==> src/rtl/axi_rdata_drain.sv <==
// ---------------------------------------------------------------------------
// axi_rdata_drain
//
// Read-return engine of the AXI-to-SDRAM wrapper. It accepts one burst command
// at a time from the AR-channel decoder. It pops exactly cmd_len+1 words from
// the read port of the clock-crossing FIFO and returns them on the AXI R
// channel with the matching rlast.
//
// Ports
//   clk, reset       AXI-domain clock; synchronous active-high reset
//   cmd_valid/ready  burst command handshake, cmd_len = beats-1
//   fifo_empty       FIFO empty flag
//   fifo_rd_en       FIFO pop request
//   fifo_data        FIFO registered output, valid the cycle after a pop
//   rdata/rresp      AXI read data / response (always OKAY)
//   rvalid/rready    AXI read handshake
//   rlast            last beat of the burst
//   busy             burst in progress
// ---------------------------------------------------------------------------
module axi_rdata_drain #(
  parameter int DATA_W = 32,
  parameter int LEN_W  = 8
) (
  input  logic              clk,
  input  logic              reset,
  input  logic              cmd_valid,
  output logic              cmd_ready,
  input  logic [LEN_W-1:0]  cmd_len,
  input  logic              fifo_empty,
  output logic              fifo_rd_en,
  input  logic [DATA_W-1:0] fifo_data,
  output logic [DATA_W-1:0] rdata,
  output logic [1:0]        rresp,
  output logic              rvalid,
  input  logic              rready,
  output logic              rlast,
  output logic              busy
);

  typedef enum logic {
    IDLE  = 1'b0,
    BURST = 1'b1
  } state_t;

  // Counters carry one extra bit so that a 2^LEN_W-beat burst fits.
  localparam logic [LEN_W:0] CNT_ONE  = {{LEN_W{1'b0}}, 1'b1};
  localparam logic [LEN_W:0] CNT_ZERO = '0;

  state_t            state;
  state_t            state_next;
  logic [LEN_W:0]    pops_left;
  logic [LEN_W:0]    beats_left;

  // Two-entry output buffer; a pointer of one bit each is enough.
  logic [DATA_W-1:0] buf_mem [2];
  logic              wr_ptr;
  logic              rd_ptr;
  logic [1:0]        occ;
  logic              inflight;

  logic              r_hs;
  logic              cmd_hs;
  logic              last_hs;
  logic [2:0]        occ_after;

  // Outputs are forced to their idle values while reset is held. This way
  // nothing stale leaks out before the first reset edge clears the state.
  assign rresp   = 2'b00;
  assign rvalid  = (occ != 2'd0) && !reset;
  assign rdata   = reset ? '0 : buf_mem[rd_ptr];
  assign rlast   = rvalid && (beats_left == CNT_ONE);

  assign r_hs    = rvalid && rready;
  assign cmd_hs  = cmd_valid && cmd_ready;
  assign last_hs = r_hs && rlast;

  // Buffer occupancy this cycle's pop would see once the word in flight lands
  // and a beat leaves. Because this takes the current rready into account,
  // the engine can pop every cycle while the master keeps accepting beats.
  assign occ_after = {1'b0, occ} + {2'b00, inflight} - {2'b00, r_hs};

  // A pop needs three things: pops still owed for the burst, data in the
  // FIFO, and a buffer slot guaranteed free when the word arrives next cycle.
  assign fifo_rd_en = busy && (pops_left != CNT_ZERO) && !fifo_empty &&
                      (occ_after < 3'd2);

  // State register for the burst FSM.
  always_ff @(posedge clk) begin
    if (reset) begin
      state <= IDLE;
    end else begin
      state <= state_next;
    end
  end

  // Next-state and control decode for the burst FSM. IDLE takes a command.
  // BURST lasts until the beat carrying rlast has been accepted.
  always_comb begin
    state_next = state;
    cmd_ready  = 1'b0;
    busy       = 1'b0;
    case (state)
      IDLE: begin
        cmd_ready = !reset;
        if (cmd_valid && !reset) begin
          state_next = BURST;
        end
      end
      BURST: begin
        busy = !reset;
        if (last_hs) begin
          state_next = IDLE;
        end
      end
      default: begin
        state_next = IDLE;
      end
    endcase
  end

  // Burst bookkeeping. pops_left limits the FIFO reads and beats_left
  // places rlast. Both are loaded only in IDLE and decremented only in BURST,
  // so the load and the decrements never happen in the same cycle.
  always_ff @(posedge clk) begin
    if (reset) begin
      pops_left  <= '0;
      beats_left <= '0;
    end else if (cmd_hs) begin
      pops_left  <= {1'b0, cmd_len} + CNT_ONE;
      beats_left <= {1'b0, cmd_len} + CNT_ONE;
    end else begin
      if (fifo_rd_en) begin
        pops_left <= pops_left - CNT_ONE;
      end
      if (r_hs) begin
        beats_left <= beats_left - CNT_ONE;
      end
    end
  end

  // Output buffer. The FIFO presents data one cycle after a pop, so inflight
  // marks that cycle and the word is captured into the tail slot. The head
  // advances only on an R handshake, so rdata holds steady while stalled.
  always_ff @(posedge clk) begin
    if (reset) begin
      for (int i = 0; i < 2; i++) begin
        buf_mem[i] <= '0;
      end
      wr_ptr   <= 1'b0;
      rd_ptr   <= 1'b0;
      occ      <= 2'd0;
      inflight <= 1'b0;
    end else begin
      inflight <= fifo_rd_en;
      if (inflight) begin
        buf_mem[wr_ptr] <= fifo_data;
        wr_ptr          <= ~wr_ptr;
      end
      if (r_hs) begin
        rd_ptr <= ~rd_ptr;
      end
      occ <= occ_after[1:0];
    end
  end

endmodule
==> config.mk <==
export PLATFORM = sky130hd
export DESIGN_NAME = axi_rdata_drain
export DESIGN_NICKNAME = d
export VERILOG_FILES = /design/src/rtl/axi_rdata_drain.sv
export SDC_FILE = /design/constraint.sdc
export NUM_CORES = 1
export LEC_CHECK = 0
export CORE_UTILIZATION = 42
export CTS_CLUSTER_SIZE = 20
export DETAILED_ROUTE_END_ITERATION = 8
export DONT_BUFFER_PORTS = 1
export HOLD_SLACK_MARGIN = 0.02
export PLACE_DENSITY = 0.54
export SYNTH_ARGS = -nofsm -noshare
export SYNTH_HDL_FRONTEND = slang
export SYNTH_SLANG_ARGS = --single-unit
==> constraint.sdc <==
create_clock -name clk -period 5.6 [get_ports clk]
set_clock_uncertainty 0.1 [all_clocks]
set_input_delay 0.28 -clock clk [delete_from_list [all_inputs] [get_ports clk]]
set_output_delay 0.28 -clock clk [all_outputs]
set_load 0.02 [all_outputs]
# Word-level counts from Yosys, hierarchy flattened
# Memories as Yosys holds them, arrays and structs flattened. A register that Yosys moved wholly into a read port is not among the register bits.
# Index checks and enable logic that the tools add are counted.
dict set report op_classes {
  n_addsub 5
  n_lt_le_gt_ge 1
  n_eq_ne 1
  mux 20
  n_bitwise 3
  reduce_logical 16
}
# cell count
set op_table {}
lappend op_table {{$mux W32} 2}
lappend op_table {{$mux W9} 4}
lappend op_table {{$reduce_or A32 Y1} 1}
lappend op_table {{$sub A9 B1 Y9 const B} 2}
lappend op_table {{$mux W1} 13}
lappend op_table {{$add A8 B1 Y9 const B} 1}
lappend op_table {{$eq A9 B1 Y1 const B} 1}
lappend op_table {{$logic_and A1 B1 Y1} 9}
lappend op_table {{$reduce_bool A9 Y1} 1}
lappend op_table {{$reduce_bool A2 Y1} 3}
lappend op_table {{$add A2 B1 Y3} 1}
lappend op_table {{$lt A3 B2 Y1 const B} 1}
lappend op_table {{$not A1 Y1} 3}
lappend op_table {{$sub A3 B1 Y3} 1}
lappend op_table {{$logic_not A1 Y1} 2}
lappend op_table {{$pmux W1 S2} 1}
dict set report totals {
  reg_bits 24
  ramBits 64
  inputBits 45
  wordCells 54
  mem_count 1
}
# name depth word_bits read_ports rd_clocked_by_memory_dff write_ports line
set memory_table {}
lappend memory_table {buf_mem 2 32 1 1 2 55} ;# logic [DATA_W-1:0] buf_mem [2];

# Depth between registers and ports, before layout
# Gate-level depths: netlist (run 1).
dict set report depth {
  word_depth 8
  ltp_mapped 13
}

# Worst setup path after synthesis (run 1)
# Ideal clock, no wire load.
dict set report synth_timing {
  path_type {register to register}
  startpoint {reg occ[1]}
  endpoint {reg pops_left[1]}
  setup_ns 0.117
  arrival_ns 2.952
  setup_slack_ns 2.432
  stages_incl_launch_ff 13
  path_buffers 1
  period_less_slack_ns 3.168
  path_cell_list {dfxtp_1 -> o21ba_2 -> and2_1 -> buf_6 -> ha_1 -> inv_1 -> ha_1 -> fa_1 -> nor4_4 -> nand2_1 -> inv_1 -> a21oi_1 -> a22o_1}
}
dict set report synth_between {
  elab_chain_len 7
  word_cells_on_any_way 8
}
# element line
set synth_lines {}
lappend synth_lines {{from (decl)} 58} ;# logic [1:0] occ;
lappend synth_lines {{from (signal assigned)} 162} ;# occ <= occ_after[1:0];
lappend synth_lines {{$reduce_bool A2 Y1} 69} ;# assign rvalid = (occ != 2'd0) && !reset;
lappend synth_lines {{$logic_and A1 B1 Y1} 69}
lappend synth_lines {{via rvalid} 34} ;# output logic rvalid,
lappend synth_lines {{$logic_and A1 B1 Y1} 73} ;# assign r_hs = rvalid && rready;
lappend synth_lines {{via r_hs} 61} ;# logic r_hs;
lappend synth_lines {{$sub A3 B1 Y3} 80} ;# assign occ_after = {1'b0, occ} + {2'b00, inflight} - {2'b00, r_hs};
lappend synth_lines {{via occ_after[1]} 64} ;# logic [2:0] occ_after;
lappend synth_lines {{$lt A3 B2 Y1} 85} ;# (occ_after < 3'd2);
lappend synth_lines {{$logic_and A1 B1 Y1} 84} ;# assign fifo_rd_en = busy && (pops_left != CNT_ZERO) && !fifo_empty &&
lappend synth_lines {{via fifo_rd_en} 30} ;# output logic fifo_rd_en,
lappend synth_lines {{$reduce_bool A2 Y1 (no line)} --}
lappend synth_lines {{to (signal assigned)} 129} ;# pops_left <= {1'b0, cmd_len} + CNT_ONE;
lappend synth_lines {{to (signal assigned)} 133} ;# pops_left <= pops_left - CNT_ONE;
lappend synth_lines {{to (decl)} 51} ;# logic [LEN_W:0] pops_left;
# The timed path passes the listed nets, and every way through them passes these cells.
# A chain may end at the register's enable or synchronous reset.

# Worst setup path after layout (run 1)
dict set report layout_timing {
  startpoint {reg occ[1]}
  endpoint {out fifo_rd_en}
}
dict set report layout_between {
  elab_chain_len 6
  word_cells_on_any_way 7
}
# element line
set layout_lines {}
lappend layout_lines {{$reduce_bool A2 Y1} 69}
lappend layout_lines {{$logic_and A1 B1 Y1} 69}
lappend layout_lines {{via rvalid} 34}
lappend layout_lines {{$logic_and A1 B1 Y1} 73}
lappend layout_lines {{$sub A3 B1 Y3} 80}
lappend layout_lines {{via occ_after[1]} 64}
lappend layout_lines {{$lt A3 B2 Y1} 85}
lappend layout_lines {{$logic_and A1 B1 Y1} 84}
lappend layout_lines {{to (decl)} 30}
# The timed path passes the listed nets, and every way through them passes these cells.

==> flow_summary.yaml, run 1 <==
sta:
  maxSlewHeadroom_pct: 44.68
  fin_crit_ps: 3788
  fmax_mhz: 264.0
  period_share_pct: 67.65
  fin_tns_setup_ps: 0
  slew_violations: 0
  grt_setup_unrepaired: "no"
  hold_violations: 0
  worstMarginPinSlew_ps: 829.8
  setup_viol: 0
critical_path:
  reg2regPathDepth: 11
  cp-startpoint: "occ[1]"
  start_kind: "flop"
  end_kind: "output pin"
  crit_fanout: 10
  r2r_slack_ps: 2040
  crit-reg2reg-launch: "occ[1]"
  critical_path_required_ps: 5220
  path_class: "reg -> out"
  r2r-end: "pops_left[1]"
  arrival_ps: 3410
grt:
  grt_util_met1_pct: 19.45
  grt_pass1_wl_mm: 14.22
  grt_util_met3_pct: 5.664
  grt-ovfl-total: 0
  use_met2_pct: 30.01
  busiest_layer: "met2"
  grt_max_degree: 45
  track_usage_pct: 17.28
  antenna_found_initial: 0
  grt_pass1_vias: 2867
power_and_ir_drop:
  vdd_drop_max_uv: 188.0
  powerDensity_nw_per_um2: 285.4
  power_mw: 1.425
  p_leak_nw: 1.822
synthesis:
  synthCells: 386
  synth_edf_count: 64
  synth-seq-cells: 89
  yosysUniqueCellTypes: 53
  ys.flop_type: "edfxtp_1"
  syn_avg_cell_area_um2: 11.23
  async_flop_share_pct: 0
  synth_warnings: 0
  synth_area_um2: 4334
  yosysSeqAreaShare_pct: 55.89
flow_run:
  cap_viol_max_count: 0
clock_network:
  clk_path_buf_depth: 2
  cts.sinks: 89
  tritoncts: "done"
  htree_levels: 3
  cts_resized: 0
  clk_pin_slew_ps: 100
  clock_latency_ps: 370
  clock_tree.root_cell: "clkbuf_8"
  numCtsBuffers: 9
final_layout:
  area_delta_synth_final_pct: 15.18
  regArea_um2: 2424
  fillers: 936
  nets: 468
  stdcell_area_um2: 4992
  diodes: 0
  drive_above_1_share_pct: 7.838
  multi_input_area_um2: 1757
floorplanning:
  dieArea_um2: 10730
  fp-row-count: 36
  start_util_pct: 43.74
  io_pins: 84
  die_x_um: 103.6
  core_area_um2: 9910
  fp.dieH_um: 103.6
min_path:
  whs_path_depth: 3
  hp-start: "fifo_empty"
  min_to: "pops_left[4]"
  worstHoldPathType: "in -> reg"
detailed_routing:
  wl_per_cell_um: 15.83
  antenna_left: 0
  drtIter0Drc: 127
  vias_per_cell: 5.117
  num_vias: 2835
  drc: 0
  drtPass1Iterations: 4
  wirelength_mm: 8.770
placed_design:
  io_buffers: 0
  gp_congestion: 0.8295
  place.detailed.hpwl_mm: 5.455
  dpl-instance-area_um2: 4433
run_status:
  outcome: "finished clean"
## cell usage in the layout, fill, tap and decap left out, types with 9 or more instances in the layout
| cell | netlist | final |
|---|---|---|
| and2_1 | 65 | 65 |
| xnor2_1 | 10 | 10 |
| nand3_1 | 10 | 10 |
| edfxtp_1 | 64 | 64 |
| mux2i_1 | 33 | 33 |
| nand2_1 | 13 | 13 |
| dfxtp_1 | 25 | 24 |
| dlygate4sd3_1 | 0 | 35 |
| nor2_1 | 53 | 53 |
| clkbuf_8 | 0 | 9 |
| inv_1 | 13 | 13 |
| a21oi_1 | 12 | 12 |
## metal layers
layer | part of all wire (%) | vias up
li1 | - | 1397
met1 | 43 | 1343
met2 | 49 | 80
met3 | 6.0 | 15
met4 | 2.1 | 0
met5 | 0 | -
## state kept, by name, summed over array words and instances (netlist names), named ones only
register    count
pops_left       9
wr_ptr          1
inflight        1
buf_mem        64
state           1
beats_left      9
occ             2
rd_ptr          1
## cell type report
cell class | count | area share [%]
Sequential cell | 89 | 48.55
Multi-Input combinational cell | 263 | 35.19
Timing Repair Buffer | 40 | 7.769
Tap cell | 133 | 3.333
Clock buffer | 9 | 2.481
Clock inverter | 7 | 1.704
Inverter | 13 | 0.9774
## worst max-delay path, stage by stage, from the launching register on
cell     delay (ps)
dfxtp_1         380
o21ba_2         270
and2_1          380
ha_1            310
inv_1            60
ha_1            150
fa_1            470
nor4_4          520
nand2_1         210
inv_1           290
## metrics by stage
step	setup slack, ps	util (%)	std cells	hold WS (ps)
2_1_floorplan	2432	-	387	344.1
3_3_place_gp	2115	44.73	503	253.1
3_5_place_dp	2061	44.73	503	253.1
4_1_cts	1777	50.38	554	23.96
5_1_grt	1514	50.38	554	22.12
6_report	1812	50.38	554	36.53
## power by group
| group | internal, mW | switching, mW |
|---|---|---|
| Clock | 0.216 | 0.245 |
| Sequential | 0.744 | 0.0207 |
| Combinational | 0.0807 | 0.118 |
## logic make-up (layout without fill, tap and decap cells)
group           count (synthesis)  in the layout  share of synthesized area [%]
other cells                     1              2                        0.08652
mux                            33             33                          7.621
xor+xnor                       14             14                          2.829
buf+inv                        35             69                          3.897
flops                          89             89                          55.89
compound gates                 39             39                          6.294
simple gates                  168            168                          21.19
fa+ha+maj                       7              7                          2.194
## what timing repair did
item	in CTS	in global routing
endpoints found under the hold margin	83	0
hold buffers	35	0
buffers inserted	0	0
## cell usage after synthesis (2+ instances only)
cell / n / area, um2
buf_1: 3 / 11.26
edfxtp_1: 64 / 1922
clkbuf_1: 13 / 48.80
nand4_1: 4 / 25.02
xnor2_1: 10 / 87.58
a211oi_1: 2 / 15.01
nor4_1: 2 / 12.51
dfxtp_1: 25 / 500.5
a21oi_1: 12 / 60.06
nor3_1: 4 / 20.02
nor2b_1: 2 / 12.51
nand3b_1: 2 / 15.01
inv_1: 13 / 48.80
a21boi_0: 2 / 15.01
or2_2: 2 / 12.51
a21o_1: 5 / 37.54
and2_1: 65 / 406.6
mux2i_1: 33 / 330.3
nand3_1: 10 / 50.05
xor2_1: 4 / 35.03
nor2_1: 53 / 198.9
and3_1: 2 / 12.51
nand2_1: 13 / 48.80
ha_1: 6 / 75.07
buf_6: 4 / 45.04
o21ai_0: 3 / 15.01
buf_4: 2 / 15.01
## how the worst max path moves through the flow
stage | slack, ps | endpoint | cells past startpoint
after floorplan | 2430 | pops_left[1] | 12
after global placement | 2110 | pops_left[1] | 11
after detailed placement | 2060 | pops_left[1] | 11
after CTS | 1780 | fifo_rd_en | 9
after global routing | 1510 | fifo_rd_en | 9
final | 1810 | fifo_rd_en | 9
No activity file was read; power rests on OpenSTA's default activity.
==> inputs of run 2 (changes only) <==
--- a/config.mk
+++ b/config.mk
@@ -10,7 +10,7 @@
 export DETAILED_ROUTE_END_ITERATION = 8
 export DONT_BUFFER_PORTS = 1
 export HOLD_SLACK_MARGIN = 0.02
-export PLACE_DENSITY = 0.54
+export PLACE_DENSITY = 0.57
 export SYNTH_ARGS = -nofsm -noshare
 export SYNTH_HDL_FRONTEND = slang
 export SYNTH_SLANG_ARGS = --single-unit
==> constraint.sdc (replaced) <==
create_clock -name clk -period 3.21 [get_ports clk]
set_clock_uncertainty 0.1 [all_clocks]
set_input_delay 0.1605 -clock clk [delete_from_list [all_inputs] [get_ports clk]]
set_output_delay 0.1605 -clock clk [all_outputs]
set_load 0.02 [all_outputs]
==> run 2 against run 1 <==
Effect of this change:
- count of clock-buffer cells in the layout unchanged
- first-iteration DRC count is 47% lower
- register-to-register slack got worse by 1800 ps
- critical path type unchanged
- critical endpoint unchanged
- largest cell class unchanged
- highest routed layer unchanged
==> flow_summary.yaml, run 2 (same netlist as run 1, synthesis figures left out) <==
run_status:
  outcome: "finished clean"
final_layout:
  nets: 478
  diodes: 0
  fillers: 890
  drive_above_1_share_pct: 9.281
  multi_input_area_um2: 1768
  top_register: "buf_mem"
  top_regs: "buf_mem: 64 flops, beats_left: 9 flops, pops_left: 9 flops"
  utilization_pct: 50.95
  area_delta_synth_final_pct: 16.48
  layout.cells.most_common_list: "65 x and2_1, 64 x edfxtp_1, 53 x nor2_1, 39 x dlygate4sd3_1, 33 x mux2i_1"
  regArea_um2: 2424
  final_common_cell: "and2_1"
  largest_register_ff_count: 64
grt:
  antenna_found_initial: 0
  grt_pass1_wl_mm: 14.50
  grt_max_degree: 42
  track_usage_pct: 17.22
  grt_pass1_vias: 2933
  grt-ovfl-total: 0
power_and_ir_drop:
  vdd_drop_max_uv: 251.1
  p_leak_nw: 1.841
  power_mw: 2.374
  powerDensity_nw_per_um2: 470.2
critical_path:
  r2r_slack_ps: 240
  crit_fanout: 5
  slowest_stage: "fa_2"
  arrival_ps: 2760
  path_class: "reg -> out"
  critPathBufInv: 3
  crit_top_cell: "ha_1"
  path_cells: "o21ba_4, and2_1, ha_1, inv_1, ha_1, fa_2, nor4_4, nand2_2, inv_2, buf_4"
  crit-reg2reg-launch: "occ[1]"
  start_kind: "flop"
  end_kind: "output pin"
  critPathMaxStageDelay_ps: 450
  reg2regPathDepth: 12
  cp_top_family: "adder cells"
  r2r-end: "pops_left[6]"
  critical_path_required_ps: 2950
floorplanning:
  fp.dieH_um: 103.6
  dieArea_um2: 10730
  die_x_um: 103.6
  core_area_um2: 9910
  fp-row-count: 36
  io_pins: 84
  start_util_pct: 43.74
placed_design:
  place.detailed.hpwl_mm: 5.505
  gp_congestion: 0.7928
  place_ws_ps: 280.9
  io_buffers: 0
clock_network:
  htree_levels: 3
  clock_tree.root_cell: "clkbuf_8"
  clk_path_buf_depth: 2
  numCtsBuffers: 9
  clock_latency_ps: 350
  clk_pin_slew_ps: 90
  tritoncts: "done"
  cts.sinks: 89
sta:
  period_share_pct: 94.24
  grt_setup_unrepaired: "no"
  setup_viol: 0
  hold_violations: 0
  worstMarginPinSlew_ps: 829.3
  fin_crit_ps: 3025
  maxSlewHeadroom_pct: 44.72
  fmax_mhz: 330.6
  layout_setup_ws_ps: 184.9
  fin_tns_setup_ps: 0
  slew_violations: 0
detailed_routing:
  num_vias: 2896
  antenna_left: 0
  wirelength_mm: 8.794
  drtPass1Iterations: 4
  wl_per_cell_um: 15.59
  vias_per_cell: 5.135
  drtIter0Drc: 67
  drc: 0
min_path:
  min_to: "pops_left[1]"
  whs_path_depth: 2
  hp-start: "cmd_len[0]"
  worstHoldPathType: "in -> reg"
flow_run:
  cap_viol_max_count: 0
[run 2: cell count changes in the layout (fill, tap and decap cells not counted), sizes merged]
cell and change:
buf +6, bufinv -1, clkinvlp +3, dlygate4sd3 +4, inv -2
[run 2: how the worst max path moves through the flow]
stage | startpoint | to | slack [ps] | cells after the start
2_1_floorplan | occ[1] | pops_left[1] | 40 | 12
3_3_place_gp | occ[1] | pops_left[1] | 320 | 11
3_5_place_dp | occ[1] | pops_left[1] | 280 | 11
4_1_cts | occ[1] | fifo_rd_en | 6 | 10
5_1_grt | occ[1] | fifo_rd_en | 40 | 10
6_report | occ[1] | fifo_rd_en | 180 | 10
[run 2: layout make-up]
type | count | area share (%)
flip-flops and latches | 89 | 48.00
multi-input cells | 263 | 35.02
repair buffers | 50 | 9.368
well taps | 133 | 3.296
clock buffers | 9 | 2.454
inverters | 13 | 0.9665
clock inverters | 7 | 0.8922
[run 2: stage by stage]
stage                     std cells  cell area, um2  hold slack, ps
after floorplan                 387            4338           234.9
after global placement          507            4463           138.2
after detailed placement        507            4463           139.1
after CTS                       562            5025           30.11
after global routing            564            5049           34.39
final                           564            5049           45.84
[run 2: worst register-to-register path, cell delays in order (launching register included)]
cell and delay, ps:
dfxtp_1 350, o21ba_4 270, and2_1 180, ha_1 270, inv_1 40, ha_1 180
fa_2 450, nor4_4 290, buf_4 170, buf_4 140, nand3b_1 100, mux2i_1 180
a21boi_0 110
[run 2: per-layer routing]
layer  GRT usage [%]  share of wire, %
met2           29.67                51
met3           4.846               4.5
met5               0                 0
met1           20.80                44
met4           5.383               1.2
[run 2: timing repair]
| action | 4_1_cts | 5_1_grt |
|---|---|---|
| buffers inserted | 0 | 2 |
| pin swaps | 0 | 2 |
| gates resized for setup | 2 | 2 |
| setup endpoints to repair | 1 | 1 |
| endpoints found under the hold margin | 89 | 0 |
| hold buffers | 39 | 0 |
[run 2: power by group]
group | switching (mW) | leakage [nW] | total (mW) | internal (mW)
sequential | 0.0415 | 0.867 | 1.34 | 1.30
clock | 0.395 | 0.0773 | 0.674 | 0.279
combinational | 0.208 | 0.896 | 0.360 | 0.152
